===== src/rtl/chess_pkg.sv =====
// Shared chess definitions: piece codes, checker indices, response error codes
// and the move-check sequencer state encoding, plus small helpers on codes.
package chess_pkg;

    localparam logic [3:0] WHITE_KING   = 4'd0;
    localparam logic [3:0] WHITE_QUEEN  = 4'd1;
    localparam logic [3:0] WHITE_ROOK   = 4'd2;
    localparam logic [3:0] WHITE_BISHOP = 4'd3;
    localparam logic [3:0] WHITE_KNIGHT = 4'd4;
    localparam logic [3:0] WHITE_PAWN   = 4'd5;
    localparam logic [3:0] BLACK_KING   = 4'd6;
    localparam logic [3:0] BLACK_QUEEN  = 4'd7;
    localparam logic [3:0] BLACK_ROOK   = 4'd8;
    localparam logic [3:0] BLACK_BISHOP = 4'd9;
    localparam logic [3:0] BLACK_KNIGHT = 4'd10;
    localparam logic [3:0] BLACK_PAWN   = 4'd11;
    localparam logic [3:0] EMPTY        = 4'd15;

    localparam int CHK_COUNT = 6;

    typedef enum logic [2:0] {
        CHK_KING   = 3'd0,
        CHK_QUEEN  = 3'd1,
        CHK_ROOK   = 3'd2,
        CHK_BISHOP = 3'd3,
        CHK_KNIGHT = 3'd4,
        CHK_PAWN   = 3'd5
    } chk_idx_e;

    typedef enum logic [2:0] {
        ERR_OK          = 3'd0,
        ERR_EMPTY_SRC   = 3'd1,
        ERR_WRONG_SIDE  = 3'd2,
        ERR_NULL_MOVE   = 3'd3,
        ERR_OWN_CAPTURE = 3'd4,
        ERR_REJECTED    = 3'd5,
        ERR_TIMEOUT     = 3'd6,
        ERR_BAD_CODE    = 3'd7
    } rsp_err_e;

    typedef enum logic [2:0] {
        ST_IDLE     = 3'd0,
        ST_DECODE   = 3'd1,
        ST_DISPATCH = 3'd2,
        ST_WAIT     = 3'd3,
        ST_RESP     = 3'd4
    } seq_state_e;

    // Absolute difference of two board coordinates; never wraps in 3 bits.
    function automatic logic [2:0] abs_diff3(input logic [2:0] a, input logic [2:0] b);
        return (a >= b) ? (a - b) : (b - a);
    endfunction

    // Colour of a piece code: 1 for black (codes 6 and above).
    function automatic logic is_black(input logic [3:0] code);
        return (code >= BLACK_KING);
    endfunction

    // Checker responsible for a valid piece code (code mod 6).
    function automatic chk_idx_e chk_index(input logic [3:0] code);
        logic [3:0] m;
        m = (code >= BLACK_KING) ? (code - BLACK_KING) : code;
        return chk_idx_e'(m[2:0]);
    endfunction

endpackage


===== src/rtl/move_precheck.sv =====
// Generic move pre-checks shared by the sequencer and check detection.
// Purely combinational; reports the highest-priority failure.
module move_precheck
    import chess_pkg::*;
(
    input  logic [3:0] src,
    input  logic [3:0] dst,
    input  logic       side,
    input  logic [2:0] h_delta,
    input  logic [2:0] v_delta,
    output logic       pass,
    output logic [2:0] err
);

    // Priority-ordered rejection of malformed or trivially illegal moves.
    always_comb begin
        pass = 1'b1;
        err  = ERR_OK;
        if ((src >= 4'd12) && (src <= 4'd14)) begin
            pass = 1'b0;
            err  = ERR_BAD_CODE;
        end else if (src == EMPTY) begin
            pass = 1'b0;
            err  = ERR_EMPTY_SRC;
        end else if (is_black(src) != side) begin
            pass = 1'b0;
            err  = ERR_WRONG_SIDE;
        end else if ((h_delta == 3'd0) && (v_delta == 3'd0)) begin
            pass = 1'b0;
            err  = ERR_NULL_MOVE;
        end else if ((dst != EMPTY) && (is_black(dst) == is_black(src))) begin
            pass = 1'b0;
            err  = ERR_OWN_CAPTURE;
        end
    end

endmodule


===== src/rtl/move_check_sequencer.sv =====
// Move-check sequencer: accepts one move request, pre-checks it, dispatches
// the matching piece checker with stable operands and returns one verdict.
module move_check_sequencer
    import chess_pkg::*;
#(
    parameter int TIMEOUT_CYCLES = 16,
    parameter int NUM_CHK        = 6
) (
    input  logic                    clk,
    input  logic                    reset_n,
    input  logic                    req_valid,
    output logic                    req_ready,
    input  logic [2:0]              req_old_x,
    input  logic [2:0]              req_old_y,
    input  logic [2:0]              req_new_x,
    input  logic [2:0]              req_new_y,
    input  logic                    req_side,
    input  logic [7:0][7:0][3:0]    board_in,
    output logic [NUM_CHK-1:0]      chk_start,
    output logic [2:0]              chk_old_x,
    output logic [2:0]              chk_old_y,
    output logic [2:0]              chk_new_x,
    output logic [2:0]              chk_new_y,
    output logic [2:0]              chk_h_delta,
    output logic [2:0]              chk_v_delta,
    output logic [3:0]              chk_piece_type,
    input  logic [NUM_CHK-1:0]      chk_done,
    input  logic [NUM_CHK-1:0]      chk_valid_move,
    output logic                    rsp_valid,
    input  logic                    rsp_ready,
    output logic                    rsp_legal,
    output logic [2:0]              rsp_err
);

    localparam logic [7:0] TMO_LIMIT = 8'(TIMEOUT_CYCLES);

    seq_state_e state_q, state_d;

    // Request latched at acceptance
    logic [2:0] old_x_q, old_x_d, old_y_q, old_y_d;
    logic [2:0] new_x_q, new_x_d, new_y_q, new_y_d;
    logic       side_q, side_d;
    logic [3:0] src_q, src_d, dst_q, dst_d;

    // Operands presented to the checkers
    logic [2:0] chk_old_x_q, chk_old_x_d, chk_old_y_q, chk_old_y_d;
    logic [2:0] chk_new_x_q, chk_new_x_d, chk_new_y_q, chk_new_y_d;
    logic [2:0] chk_h_q, chk_h_d, chk_v_q, chk_v_d;
    logic [3:0] chk_piece_q, chk_piece_d;
    chk_idx_e   sel_q, sel_d;

    logic [7:0] tmo_cnt_q, tmo_cnt_d;
    logic       rsp_legal_q, rsp_legal_d;
    rsp_err_e   rsp_err_q, rsp_err_d;

    logic [2:0] h_delta, v_delta;
    logic       pc_pass;
    logic [2:0] pc_err;

    assign h_delta = abs_diff3(new_x_q, old_x_q);
    assign v_delta = abs_diff3(new_y_q, old_y_q);

    move_precheck u_precheck (
        .src     (src_q),
        .dst     (dst_q),
        .side    (side_q),
        .h_delta (h_delta),
        .v_delta (v_delta),
        .pass    (pc_pass),
        .err     (pc_err)
    );

    // Next-state logic: acceptance, pre-check, dispatch, verdict collection and response.
    always_comb begin
        state_d     = state_q;
        old_x_d     = old_x_q;
        old_y_d     = old_y_q;
        new_x_d     = new_x_q;
        new_y_d     = new_y_q;
        side_d      = side_q;
        src_d       = src_q;
        dst_d       = dst_q;
        chk_old_x_d = chk_old_x_q;
        chk_old_y_d = chk_old_y_q;
        chk_new_x_d = chk_new_x_q;
        chk_new_y_d = chk_new_y_q;
        chk_h_d     = chk_h_q;
        chk_v_d     = chk_v_q;
        chk_piece_d = chk_piece_q;
        sel_d       = sel_q;
        tmo_cnt_d   = tmo_cnt_q;
        rsp_legal_d = rsp_legal_q;
        rsp_err_d   = rsp_err_q;

        unique case (state_q)
            ST_IDLE: begin
                if (req_valid) begin
                    old_x_d = req_old_x;
                    old_y_d = req_old_y;
                    new_x_d = req_new_x;
                    new_y_d = req_new_y;
                    side_d  = req_side;
                    src_d   = board_in[req_old_y][req_old_x];
                    dst_d   = board_in[req_new_y][req_new_x];
                    state_d = ST_DECODE;
                end
            end
            ST_DECODE: begin
                chk_old_x_d = old_x_q;
                chk_old_y_d = old_y_q;
                chk_new_x_d = new_x_q;
                chk_new_y_d = new_y_q;
                chk_h_d     = h_delta;
                chk_v_d     = v_delta;
                chk_piece_d = src_q;
                sel_d       = chk_index(src_q);
                if (pc_pass) begin
                    state_d = ST_DISPATCH;
                end else begin
                    rsp_legal_d = 1'b0;
                    rsp_err_d   = rsp_err_e'(pc_err);
                    state_d     = ST_RESP;
                end
            end
            ST_DISPATCH: begin
                tmo_cnt_d = 8'd0;
                state_d   = ST_WAIT;
            end
            ST_WAIT: begin
                // A verdict arriving on the timeout cycle still takes precedence.
                if (chk_done[sel_q]) begin
                    rsp_legal_d = chk_valid_move[sel_q];
                    rsp_err_d   = chk_valid_move[sel_q] ? ERR_OK : ERR_REJECTED;
                    state_d     = ST_RESP;
                end else begin
                    tmo_cnt_d = tmo_cnt_q + 8'd1;
                    if (tmo_cnt_d == TMO_LIMIT) begin
                        rsp_legal_d = 1'b0;
                        rsp_err_d   = ERR_TIMEOUT;
                        state_d     = ST_RESP;
                    end
                end
            end
            ST_RESP: begin
                if (rsp_ready) begin
                    state_d = ST_IDLE;
                end
            end
            default: begin
                state_d = ST_IDLE;
            end
        endcase
    end

    // State and datapath registers; reset aborts any in-flight request.
    always_ff @(posedge clk or negedge reset_n) begin
        if (!reset_n) begin
            state_q     <= ST_IDLE;
            old_x_q     <= 3'd0;
            old_y_q     <= 3'd0;
            new_x_q     <= 3'd0;
            new_y_q     <= 3'd0;
            side_q      <= 1'b0;
            src_q       <= 4'd0;
            dst_q       <= 4'd0;
            chk_old_x_q <= 3'd0;
            chk_old_y_q <= 3'd0;
            chk_new_x_q <= 3'd0;
            chk_new_y_q <= 3'd0;
            chk_h_q     <= 3'd0;
            chk_v_q     <= 3'd0;
            chk_piece_q <= 4'd0;
            sel_q       <= CHK_KING;
            tmo_cnt_q   <= 8'd0;
            rsp_legal_q <= 1'b0;
            rsp_err_q   <= ERR_OK;
        end else begin
            state_q     <= state_d;
            old_x_q     <= old_x_d;
            old_y_q     <= old_y_d;
            new_x_q     <= new_x_d;
            new_y_q     <= new_y_d;
            side_q      <= side_d;
            src_q       <= src_d;
            dst_q       <= dst_d;
            chk_old_x_q <= chk_old_x_d;
            chk_old_y_q <= chk_old_y_d;
            chk_new_x_q <= chk_new_x_d;
            chk_new_y_q <= chk_new_y_d;
            chk_h_q     <= chk_h_d;
            chk_v_q     <= chk_v_d;
            chk_piece_q <= chk_piece_d;
            sel_q       <= sel_d;
            tmo_cnt_q   <= tmo_cnt_d;
            rsp_legal_q <= rsp_legal_d;
            rsp_err_q   <= rsp_err_d;
        end
    end

    // One-hot start pulse, only while dispatching.
    always_comb begin
        chk_start = '0;
        if (state_q == ST_DISPATCH) begin
            chk_start[sel_q] = 1'b1;
        end
    end

    assign req_ready      = (state_q == ST_IDLE);
    assign rsp_valid      = (state_q == ST_RESP);
    assign rsp_legal      = rsp_legal_q;
    assign rsp_err        = rsp_err_q;
    assign chk_old_x      = chk_old_x_q;
    assign chk_old_y      = chk_old_y_q;
    assign chk_new_x      = chk_new_x_q;
    assign chk_new_y      = chk_new_y_q;
    assign chk_h_delta    = chk_h_q;
    assign chk_v_delta    = chk_v_q;
    assign chk_piece_type = chk_piece_q;

endmodule


===== config.mk =====
export PLATFORM = sky130hd
export DESIGN_NAME = move_check_sequencer
export DESIGN_NICKNAME = d
export VERILOG_FILES = /design/src/rtl/chess_pkg.sv /design/src/rtl/move_precheck.sv /design/src/rtl/move_check_sequencer.sv
export SDC_FILE = /design/constraint.sdc
export NUM_CORES = 1
export LEC_CHECK = 0
export BUFFER_PORTS_ARGS = -buffer_cell sky130_fd_sc_hd__buf_2
export CAP_MARGIN = 20
export CORE_MARGIN = 3
export CORE_UTILIZATION = 45
export DETAILED_ROUTE_END_ITERATION = 16
export GPL_TIMING_DRIVEN = 1
export PLACE_DENSITY = 0.9
export SLEW_MARGIN = 5
export SYNTH_ARGS = -nofsm -noshare
export SYNTH_HDL_FRONTEND = slang
export SYNTH_SLANG_ARGS = --single-unit

===== constraint.sdc =====
create_clock -name clk -period 2.5 [get_ports clk]
set_input_delay 0.125 -clock clk [delete_from_list [all_inputs] [get_ports clk]]
set_output_delay 0.125 -clock clk [all_outputs]
set_load 0.1 [all_outputs]

==> results of run 1 <==
state kept, by name (all words and copies together) (netlist names), 4 cells and up:
register,flops
dst_q,4
src_q,4
chk_piece_type,4
tmo_cnt_q,8
where the power goes:
group / total, mW / leakage [nW] / switching [mW] / internal, mW
registers: 1.70 / 0.761 / 0.314 / 1.39
clock network: 1.25 / 0.149 / 0.425 / 0.821
logic: 5.52 / 3.56 / 3.62 / 1.91
kinds of logic (layout without fill, tap and decap cells):
| kind of cell | Yosys count | count (layout) |
|---|---|---|
| AND/OR/NAND/NOR | 234 | 234 |
| multiplexers | 179 | 179 |
| AO/OA/AOI/OAI | 158 | 158 |
| buffers and inverters | 77 | 379 |
| flip-flops | 60 | 60 |
| adder cells (fa/ha/maj) | 14 | 14 |
| XOR/XNOR | 4 | 4 |
| other | 0 | 9 |
through the flow:
stage / utilization, % / area (µm²)
2_1_floorplan: - / 7470
3_3_place_gp: 58.0 / 9310
3_5_place_dp: 58.0 / 9310
4_1_cts: 60.1 / 9640
5_1_grt: 60.5 / 9710
6_report: 60.5 / 9710
routing by layer:
layer  wire (µm)  share of wire, %  GRT usage [%]
met4        1160               4.1           13.4
met2       14600                51           53.5
met5           0                 0              0
met1       10300                36           37.6
met3        2520               8.8           5.10
timing repair:
item                                    4_1_cts  5_1_grt
resized for setup                             2       13
pin swaps                                     5        7
hold endpoints to repair                     34        0
endpoints found under the setup margin        4        6
hold buffers                                  1        0
cell type report:
type,count,area [µm²],share of cell area [%]
Antenna cell,9,22.5,0.232
Inverter,13,48.8,0.502
Tap cell,216,270,2.78
Clock inverter,4,47.5,0.489
Sequential cell,60,1500,15.5
Multi-Input combinational cell,589,5660,58.2
Clock buffer,12,256,2.64
Timing Repair Buffer,350,1910,19.7
path summary, 6_finish.rpt:
check                      slack [ns]  cells after the start                  startpoint                         end
max reg2reg                     -0.06                      8      old_y_q[1]$_DFFE_PN0P_      state_q[1]$_DFFE_PN0P_
min reg2reg                      0.47                      2  chk_v_delta[2]$_DFFE_PN0P_  chk_v_delta[2]$_DFFE_PN0P_
min in group asynchronous        0.44                      2                     reset_n  chk_v_delta[1]$_DFFE_PN0P_
max in group asynchronous        1.34                      3                     reset_n      new_x_q[1]$_DFFE_PN0P_
min                             0.007                      2                   rsp_ready      state_q[2]$_DFFE_PN0P_
max                             -0.06                      8      old_y_q[1]$_DFFE_PN0P_      state_q[1]$_DFFE_PN0P_
Yosys cell counts (all sizes together) (3+ instances only):
cell     count  area (µm²)
nor2        39         146
clkbuf      31         146
a22oi       18         135
inv         13        48.8
o31ai        3        36.3
o22a         6        52.6
dfrtp       60        1500
and2         7        46.3
ha          10         125
and3         5        31.3
a21o         4        30.0
mux2i       66         661
o21ai       52         264
and2b        4        35.0
or2         10        62.6
a211o        3        27.5
mux4       107        2410
nand3       32         160
a221oi      11        96.3
nand4        3        18.8
nand2       95         357
a2111oi      7        61.3
a21oi       24         120
nand2b       9        56.3
nor3         5        25.0
nor2b        8        50.1
a22o         6        52.6
nand3b       4        30.0
nor3b        4        30.0
o22ai        8        50.1
fa           4        80.1
mux2         6        71.3
buf         33         176
==> out/results.md, run 1 <==
| Result | Value |
|:---|:---|
| Critical path, cell by cell | inv_1 -> ha_1 -> a211o_1 -> a311oi_4 -> o31ai_4 -> buf_6 -> or4_1 -> nand3_1 |
| Total number of vias | 7916 |
| Predominant post-synthesis flop cell | sky130_fd_sc_hd__dfrtp_1 |
| Cts bufs inserted | 9 |
| Std-Cell Core Area | 16100 µm² |
| CTS root buf | sky130_fd_sc_hd__clkbuf_16 |
| Leading cell type in the layout, fill and taps excluded | sky130_fd_sc_hd__buf_2 |
| Type of element capturing the critical path | register |
| Compound-Gate Fraction of Synth Area | 14.4% |
| Nets in the synthesized netlist | 1025 |
| Most used cells in the layout excluding fill and tap cells | sky130_fd_sc_hd__buf_2, sky130_fd_sc_hd__mux4_2, sky130_fd_sc_hd__nand2_1, sky130_fd_sc_hd__mux2i_1, sky130_fd_sc_hd__dfrtp_1 |
| Cell leakage power | 4.47 nW |
| Initial Util | 46.4% |
| Sink Count | 60 |
| Proportion of synthesized chip area in sequential cells | 20.2% |
| Asr flop ratio synth | 100% |
| Final-layout worst hold slack | 0.00691 ns |
| Unique cell type count in the Yosys netlist | 66 |
| Overflow left after global routing | 0 |
| Startpoint types | register |
| Count of yosys warnings during synthesis | 0 |
| Number of detailed-routing iterations run before antenna repair | 7 |
| Delay of the slowest cell on the worst path | 0.43 ns |
| Average routed wire per standard cell | 22.8 µm |
| Final Slew Violations | 0 |
| WL final | 28500 µm |
| Pin count of the biggest net entering global routing | 40 |
| Source-to-sink clock delay at the later pin of the worst-skew pair | 0.33 ns |
| Synthesis-stage register bit count | 60 |
| Buf+Inv Stages, Crit Path | 2 |
| Worst path setup slack after routing | -0.0642 ns |
| Type of the tightest min-delay check | input port to register |
| Simple logic cell fraction of the synthesized area | 15.1% |
| Buffer count from post-CTS setup fixing | 0 |
| DRT antenna net count | 0 |
| Combinational family with the most area after synthesis | multiplexers |
| Number of cells in the design after placement | 1227 |
| Slew at the pin closest to its max-slew limit | 0.847 ns |
| Mean post-synth cell area | 10.3 µm² |
| Run status | finished with violations |
| Multiplexer share of the synthesized area | 42.2% |
| Layout-stage area growth over the synthesis result | 30.4% |
| Total negative setup slack | -0.108 ns |
| Via count of the first global-routing pass | 8069 |
| I/O pin total | 319 |
| Fin Clk Skew | 0.0110 ns |
| Peak supply drop | 1.23 mV |
| Last weighted congestion value of the routability-driven placer | 0.942 |
| Final critical-path required period | 2.56 ns |
| Number of antenna violations at the first check in global routing | 9 |
| Via/cell ratio | 6.32 |
| Max-cap viol count | 0 |
| Count of final setup violators | 3 |
| Count of flip-flops with a built-in enable after synthesis | 0 |
| Worst EP required | 2.76 ns |
| Half-perimeter wire length after detailed placement | 23000 µm |
| Unrepaired setup endpoints after global routing | true |
| Failing checks | negative setup slack |
| Area of the die | 18100 µm² |
| Post-Place Worst Slack | -0.0565 ns |
| Max-slew headroom | 43.5% |
| CTS max path bufs | 2 |
| Die boundary height | 135 µm |
| Remaining DRCs | 0 |
| GRT Total Usage | 30.7% |
| Fillcell total | 1321 |
| Final clock period utilization by the worst path | 103% |
| Critical path class | register to register |
| Filler-free cell count of the finished design | 1253 |
| Post-Syn Area | 7450 µm² |
| Total power consumption of the routed design | 8.47 mW |
| Deepest level of the CTS H-tree | 3 |
| Starting DRC count in detailed routing | 736 |
| Final count of hold timing violations | 0 |
| Power density over cell area | 872 nW/µm² |
| Number of standard-cell rows in the floorplan | 46 |
| Top fanout value on the critical path | 4 |
| Max Freq | 0.390 GHz |
| Clock tree from TritonCTS | done |
| First-pass GRT wire length | 43500 µm |
| Gate Count Post-Synth | 726 |
| Die width | 135 µm |
| Top cell family by delay on the critical path | compound AO/OA/AOI/OAI gates |
| XOR/XNOR share of the synthesized area | 0.470% |
| Slowest cell on the critical path | sky130_fd_sc_hd__a311oi_4 |
| Share of synthesized cell area in full adder, half adder and majority cells | 2.75% |
| Arr. time, crit path | 2.82 ns |
| Final layout net count | 1322 |
| Number of port buffers | 318 |
| Clock slew seen by the registers of the worst setup and hold paths | 0.06 ns |
| Layout cell share with drive strength beyond 1 | 49.7% |
Note: power is estimated with default switching activity, not from simulation.
==> run 2, diff against run 1 <==
Settings changed: PLACE_DENSITY 0.9 to 0.79.
==> out/results.md, run 2 (synthesized netlist as in run 1, its figures left out) <==
| Result | Value |
|:---|:---|
| Post-Place Worst Slack | -0.0862 ns |
| Total power consumption of the routed design | 8.45 mW |
| Number of antenna violations at the first check in global routing | 10 |
| Die boundary height | 135 µm |
| Std-Cell Core Area | 16100 µm² |
| Max-slew headroom | 60.1% |
| Number of port buffers | 318 |
| Cts bufs inserted | 9 |
| Area of the die | 18100 µm² |
| Fillcell total | 1341 |
| R2r startpoint | old_y_q[0]$_DFFE_PN0P_ |
| CTS max path bufs | 2 |
| Critical path class | register to register |
| Non-Filler Cell Area, Final | 9690 µm² |
| Via/cell ratio | 6.16 |
| Seq. cell area | 1500 µm² |
| Final count of hold timing violations | 0 |
| Slew at the pin closest to its max-slew limit | 0.598 ns |
| Die width | 135 µm |
| Fin Clk Skew | 0.00864 ns |
| Flop-to-flop setup slack | 0.02 ns |
| Starting DRC count in detailed routing | 543 |
| First-pass GRT wire length | 40900 µm |
| Register-to-Register Path Depth | 10 |
| Overflow left after global routing | 0 |
| Deepest level of the CTS H-tree | 3 |
| Max Freq | 0.403 GHz |
| Sink Count | 60 |
| Number of detailed-routing iterations run before antenna repair | 7 |
| Half-perimeter wire length after detailed placement | 21700 µm |
| Final critical-path required period | 2.48 ns |
| Setup crit start | old_y_q[0]$_DFFE_PN0P_ |
| Layout cell share with drive strength beyond 1 | 50.0% |
| Arr. time, crit path | 2.73 ns |
| Run status | finished, final reports clean |
| Startpoint types | register |
| CTS root buf | sky130_fd_sc_hd__clkbuf_16 |
| Leading cell type in the layout, fill and taps excluded | sky130_fd_sc_hd__buf_2 |
| Worst Hold Path Cells | 3 |
| Last weighted congestion value of the routability-driven placer | 0.958 |
| Endpoint of the worst-slack reg-to-reg timing path | rsp_err[1]$_DFFE_PN0P_ |
| Power density over cell area | 872 nW/µm² |
| Cell leakage power | 4.46 nW |
| Worst path setup slack after routing | 0.0180 ns |
| Core occupancy in the finished layout | 60.3% |
| Worst hold endpoint | side_q$_DFFE_PN0P_ |
| Final clock period utilization by the worst path | 99.3% |
| Startpoint of the tightest hold check path | req_side |
| Worst EP required | 2.74 ns |
| Initial Util | 46.4% |
| Number of standard-cell rows in the floorplan | 46 |
| Most used cells in the layout excluding fill and tap cells | sky130_fd_sc_hd__buf_2, sky130_fd_sc_hd__mux4_2, sky130_fd_sc_hd__nand2_1, sky130_fd_sc_hd__mux2i_1, sky130_fd_sc_hd__dfrtp_1 |
| Total number of vias | 7701 |
| Via count of the first global-routing pass | 7801 |
| Final Slew Violations | 0 |
| Standard cell area after detailed placement | 9270 µm² |
| Clock tree from TritonCTS | done |
| Final-layout worst hold slack | 0.0210 ns |
| Pin count of the biggest net entering global routing | 40 |
| Layout-stage area growth over the synthesis result | 30.1% |
| Source-to-sink clock delay at the later pin of the worst-skew pair | 0.33 ns |
| I/O pin total | 319 |
| Type of element capturing the critical path | register |
| Count of final setup violators | 0 |
| WL final | 26800 µm |
| Type of the tightest min-delay check | input port to register |
| Register containing the most flip-flops in the final layout | tmo_cnt_q |
| Average routed wire per standard cell | 21.4 µm |
| Number of flip-flops under the largest register name | 8 |
| Clock slew seen by the registers of the worst setup and hold paths | 0.06 ns |
| Unrepaired setup endpoints after global routing | true |
| Remaining DRCs | 0 |
| GRT Total Usage | 29.1% |
| Top fanout value on the critical path | 3 |
| Max-cap viol count | 0 |
| Peak supply drop | 0.994 mV |
| Final layout net count | 1323 |
| DRT antenna net count | 0 |
| Area used by multi-input combinational logic | 5670 µm² |
## run 2: changes by cell type in the layout (fill, tap and decap cells not counted), moves of 2 or more
cell	before	now
sky130_fd_sc_hd__buf_4	29	32
sky130_fd_sc_hd__diode_2	9	6
sky130_fd_sc_hd__ha_1	9	6
sky130_fd_sc_hd__buf_12	5	3
sky130_fd_sc_hd__ha_2	1	3
## run 2: metal layers
layer | track usage [%] | wire, µm | up-vias
met5 | 0 | 30 | -
met4 | 10.9 | 963 | 6
met1 | 35.4 | 9860 | 3716
met2 | 51.2 | 13800 | 426
met3 | 5.59 | 2070 | 81
li1 | - | - | 3472
## run 2: worst max-delay path by stage
stage / to
after floorplan: dst_q[0]$_DFFE_PN0P_
after global placement: rsp_err[0]$_DFFE_PN0P_
after detailed placement: rsp_err[2]$_DFFE_PN0P_
after CTS: rsp_err[2]$_DFFE_PN0P_
after global routing: rsp_err[1]$_DFFE_PN0P_
final: rsp_err[1]$_DFFE_PN0P_
## run 2: area by class of cell
cell class / instances / area share [%]
Sequential cell: 60 / 15.5
Tap cell: 216 / 2.79
Antenna cell: 6 / 0.155
Multi-Input combinational cell: 589 / 58.5
Clock inverter: 5 / 0.542
Inverter: 13 / 0.504
Timing Repair Buffer: 351 / 19.5
Clock buffer: 10 / 2.47
## run 2: power by group
group          leakage, nW  switching [mW]  total, mW  internal [mW]
sequential           0.761           0.311       1.70           1.39
combinational         3.56            3.56       5.55           1.98
clock                0.144           0.421       1.21          0.786
## run 2: stage by stage
stage,TNS [ns],std cells
floorplan,-4.20,726
global placement,-0.00499,1225
detailed placement,-0.223,1225
CTS,0,1242
global route,-0.219,1250
finish,0,1250
## run 2: what timing repair did
| item | 4_1_cts | 5_1_grt |
|---|---|---|
| pin swaps | 4 | 6 |
| hold endpoints to repair | 11 | 0 |
| resized for setup | 7 | 11 |
| setup buffers | 0 | 2 |
| hold buffers | 2 | 0 |
| setup endpoints to repair | 4 | 6 |
## run 2: critical path, cell delays in order, from the launching register on
cell and delay [ns]:
sky130_fd_sc_hd__dfrtp_1 0.36, sky130_fd_sc_hd__inv_1 0.06, sky130_fd_sc_hd__ha_2 0.18, sky130_fd_sc_hd__fa_2 0.35
sky130_fd_sc_hd__or4b_4 0.53, sky130_fd_sc_hd__a21oi_4 0.15, sky130_fd_sc_hd__a311oi_4 0.08, sky130_fd_sc_hd__o31ai_4 0.24
sky130_fd_sc_hd__buf_4 0.16, sky130_fd_sc_hd__o221ai_1 0.12, sky130_fd_sc_hd__o2bb2ai_1 0.17
==> run 3, diff against run 2 <==
Settings changed: MAX_ROUTING_LAYER set to met4.
==> out/results.md, run 3 (synthesized netlist as in run 1, its figures left out) <==
| Result | Value |
|:---|:---|
| Run status | finished with violations |
| Failing checks | negative setup slack |
| Fin Clk Skew | 0.00517 ns |
| Peak supply drop | 1.19 mV |
| Part of the total power dissipated in sequential elements | 19.7% |
| Number of antenna violations at the first check in global routing | 13 |
| I/O pin total | 319 |
| Critical path, cell by cell | ha_4 -> fa_2 -> or4b_4 -> a21oi_4 -> a311oi_4 -> o31ai_4 -> o21ai_4 -> mux2_2 |
| Slew at the pin closest to its max-slew limit | 0.673 ns |
| Total number of vias | 7816 |
| Final clock period utilization by the worst path | 103% |
| Power share of the clock group | 15.8% |
| Top fanout value on the critical path | 5 |
| Arr. time, crit path | 2.78 ns |
| Combinational power share | 64.5% |
| Overflow left after global routing | 0 |
| Last weighted congestion value of the routability-driven placer | 0.941 |
| Worst EP required | 2.71 ns |
| Number of port buffers | 318 |
| GRT Total Usage | 29.8% |
| Delay of the slowest cell on the worst path | 0.54 ns |
| Initial Util | 46.4% |
| Internal Pwr Total | 4.31 mW |
| Slowest cell on the critical path | sky130_fd_sc_hd__or4b_4 |
| Non-Filler Cell Area, Final | 9760 µm² |
| Sink Count | 60 |
| Final-layout worst hold slack | 0.00922 ns |
| Area of the die | 18100 µm² |
| Final critical-path required period | 2.57 ns |
| Worst path setup slack after routing | -0.0652 ns |
| Layout-stage area growth over the synthesis result | 31.0% |
| WL final | 27100 µm |
| Max-slew headroom | 54.0% |
| First-pass GRT wire length | 40800 µm |
| Source-to-sink clock delay at the later pin of the worst-skew pair | 0.33 ns |
| Starting DRC count in detailed routing | 691 |
| Layout cell share with drive strength beyond 1 | 50.2% |
| Final Slew Violations | 0 |
| Buf+Inv Stages, Crit Path | 0 |
| Clock slew seen by the registers of the worst setup and hold paths | 0.05 ns |
| Via count of the first global-routing pass | 7738 |
| Count of final setup violators | 3 |
| Final count of hold timing violations | 0 |
| Cts bufs inserted | 9 |
| Critical path class | register to register |
| Via/cell ratio | 6.20 |
| Std-Cell Core Area | 16100 µm² |
| Standard cell area after detailed placement | 9270 µm² |
| Final layout net count | 1326 |
| Max-cap viol count | 0 |
| Flop-to-flop setup slack | -0.07 ns |
| DRT antenna net count | 0 |
| Number of detailed-routing iterations run before antenna repair | 5 |
| Number of flip-flops under the largest register name | 8 |
| Max Freq | 0.390 GHz |
| CTS root buf | sky130_fd_sc_hd__clkbuf_16 |
| Total net switching power | 4.38 mW |
| Top cell family by delay on the critical path | compound AO/OA/AOI/OAI gates |
| Average routed wire per standard cell | 21.5 µm |
| Die boundary height | 135 µm |
| Clock tree from TritonCTS | done |
| Most used cells in the layout excluding fill and tap cells | sky130_fd_sc_hd__buf_2, sky130_fd_sc_hd__mux4_2, sky130_fd_sc_hd__nand2_1, sky130_fd_sc_hd__mux2i_1, sky130_fd_sc_hd__dfrtp_1 |
| Cell leakage power | 4.49 nW |
| Die width | 135 µm |
| Power density over cell area | 891 nW/µm² |
| Register containing the most flip-flops in the final layout | tmo_cnt_q |
| Post-Place Worst Slack | -0.0568 ns |
| Core occupancy in the finished layout | 60.8% |
| Leading cell type in the layout, fill and taps excluded | sky130_fd_sc_hd__buf_2 |
| Number of standard-cell rows in the floorplan | 46 |
| Total power consumption of the routed design | 8.69 mW |
| Type of the tightest min-delay check | input port to register |
| Startpoint types | register |
| Half-perimeter wire length after detailed placement | 21800 µm |
| Remaining DRCs | 0 |
| Switching part of the total power | 50.4% |
| CTS max path bufs | 2 |
| Type of element capturing the critical path | register |
| Pin count of the biggest net entering global routing | 40 |
| Unrepaired setup endpoints after global routing | true |
| Deepest level of the CTS H-tree | 3 |
[run 3: cell count changes in the layout (fill, tap and decap cells not counted), sizes merged]
cell / change
clkinvlp: -1
diode: +7
dlygate4sd3: -1
clkbuf: +2
buf: +4
bufinv: +1
clkinv: -1
[run 3: power groups by stage]
stage	Combinational (mW)	Clock (mW)	Sequential [mW]
after floorplan	2.72	0	2.89
after global placement	5.12	0	1.69
after detailed placement	5.22	0	1.71
after CTS	5.35	1.38	1.70
after global routing	6.00	1.43	1.76
final	5.61	1.37	1.72
[run 3: area by class of cell]
class / instances / area [µm²]
fillers: 1330 / 6300
diodes: 13 / 32.5
flip-flops and latches: 60 / 1500
repair buffers: 354 / 1890
inverters: 13 / 48.8
multi-input cells: 589 / 5680
clock inverters: 4 / 70.1
well taps: 216 / 270
clock buffers: 12 / 267
[run 3: per-stage QoR]
stage,setup TNS [ns],cells
after floorplan,-4.20,726
after global placement,-0.0111,1228
after detailed placement,-0.0847,1228
after CTS,0,1245
after global routing,-0.330,1261
final,-0.126,1261
[run 3: final timing paths]
check                                          from                        to  cells after the start
max reg2reg                  new_y_q[0]$_DFFE_PN0P_    rsp_err[0]$_DFFE_PN0P_                      8
max in group asynchronous                   reset_n      dst_q[0]$_DFFE_PN0P_                      3
min in group asynchronous                   reset_n  chk_old_y[2]$_DFFE_PN0P_                      2
min                                       rsp_ready    state_q[2]$_DFFE_PN0P_                      2
min reg2reg                chk_new_x[1]$_DFFE_PN0P_  chk_new_x[1]$_DFFE_PN0P_                      2
max                          new_y_q[0]$_DFFE_PN0P_    rsp_err[0]$_DFFE_PN0P_                      8
[run 3: what timing repair did]
item	4_1_cts	5_1_grt
buffers inserted	0	3
setup endpoints to repair	3	7
hold buffers	1	0
resized for setup	5	14
pin swaps	2	8
hold endpoints to repair	10	0
[run 3: layer usage]
layer	GRT usage [%]	vias to the layer above	wire, µm	part of all wire (%)
met2	50.3	497	14000	52
li1	-	3502	-	-
met5	-	-	0	0
met4	11.9	0	1010	3.7
met3	4.14	72	2280	8.4
met1	36.2	3745	9840	36
[run 3: worst register-to-register path, stage by stage, from the launching register on]
cell	delay (ns)
sky130_fd_sc_hd__dfrtp_1	0.42
sky130_fd_sc_hd__ha_4	0.18
sky130_fd_sc_hd__fa_2	0.36
sky130_fd_sc_hd__or4b_4	0.54
sky130_fd_sc_hd__a21oi_4	0.15
sky130_fd_sc_hd__a311oi_4	0.08
sky130_fd_sc_hd__o31ai_4	0.34
sky130_fd_sc_hd__o21ai_4	0.11
sky130_fd_sc_hd__mux2_2	0.28
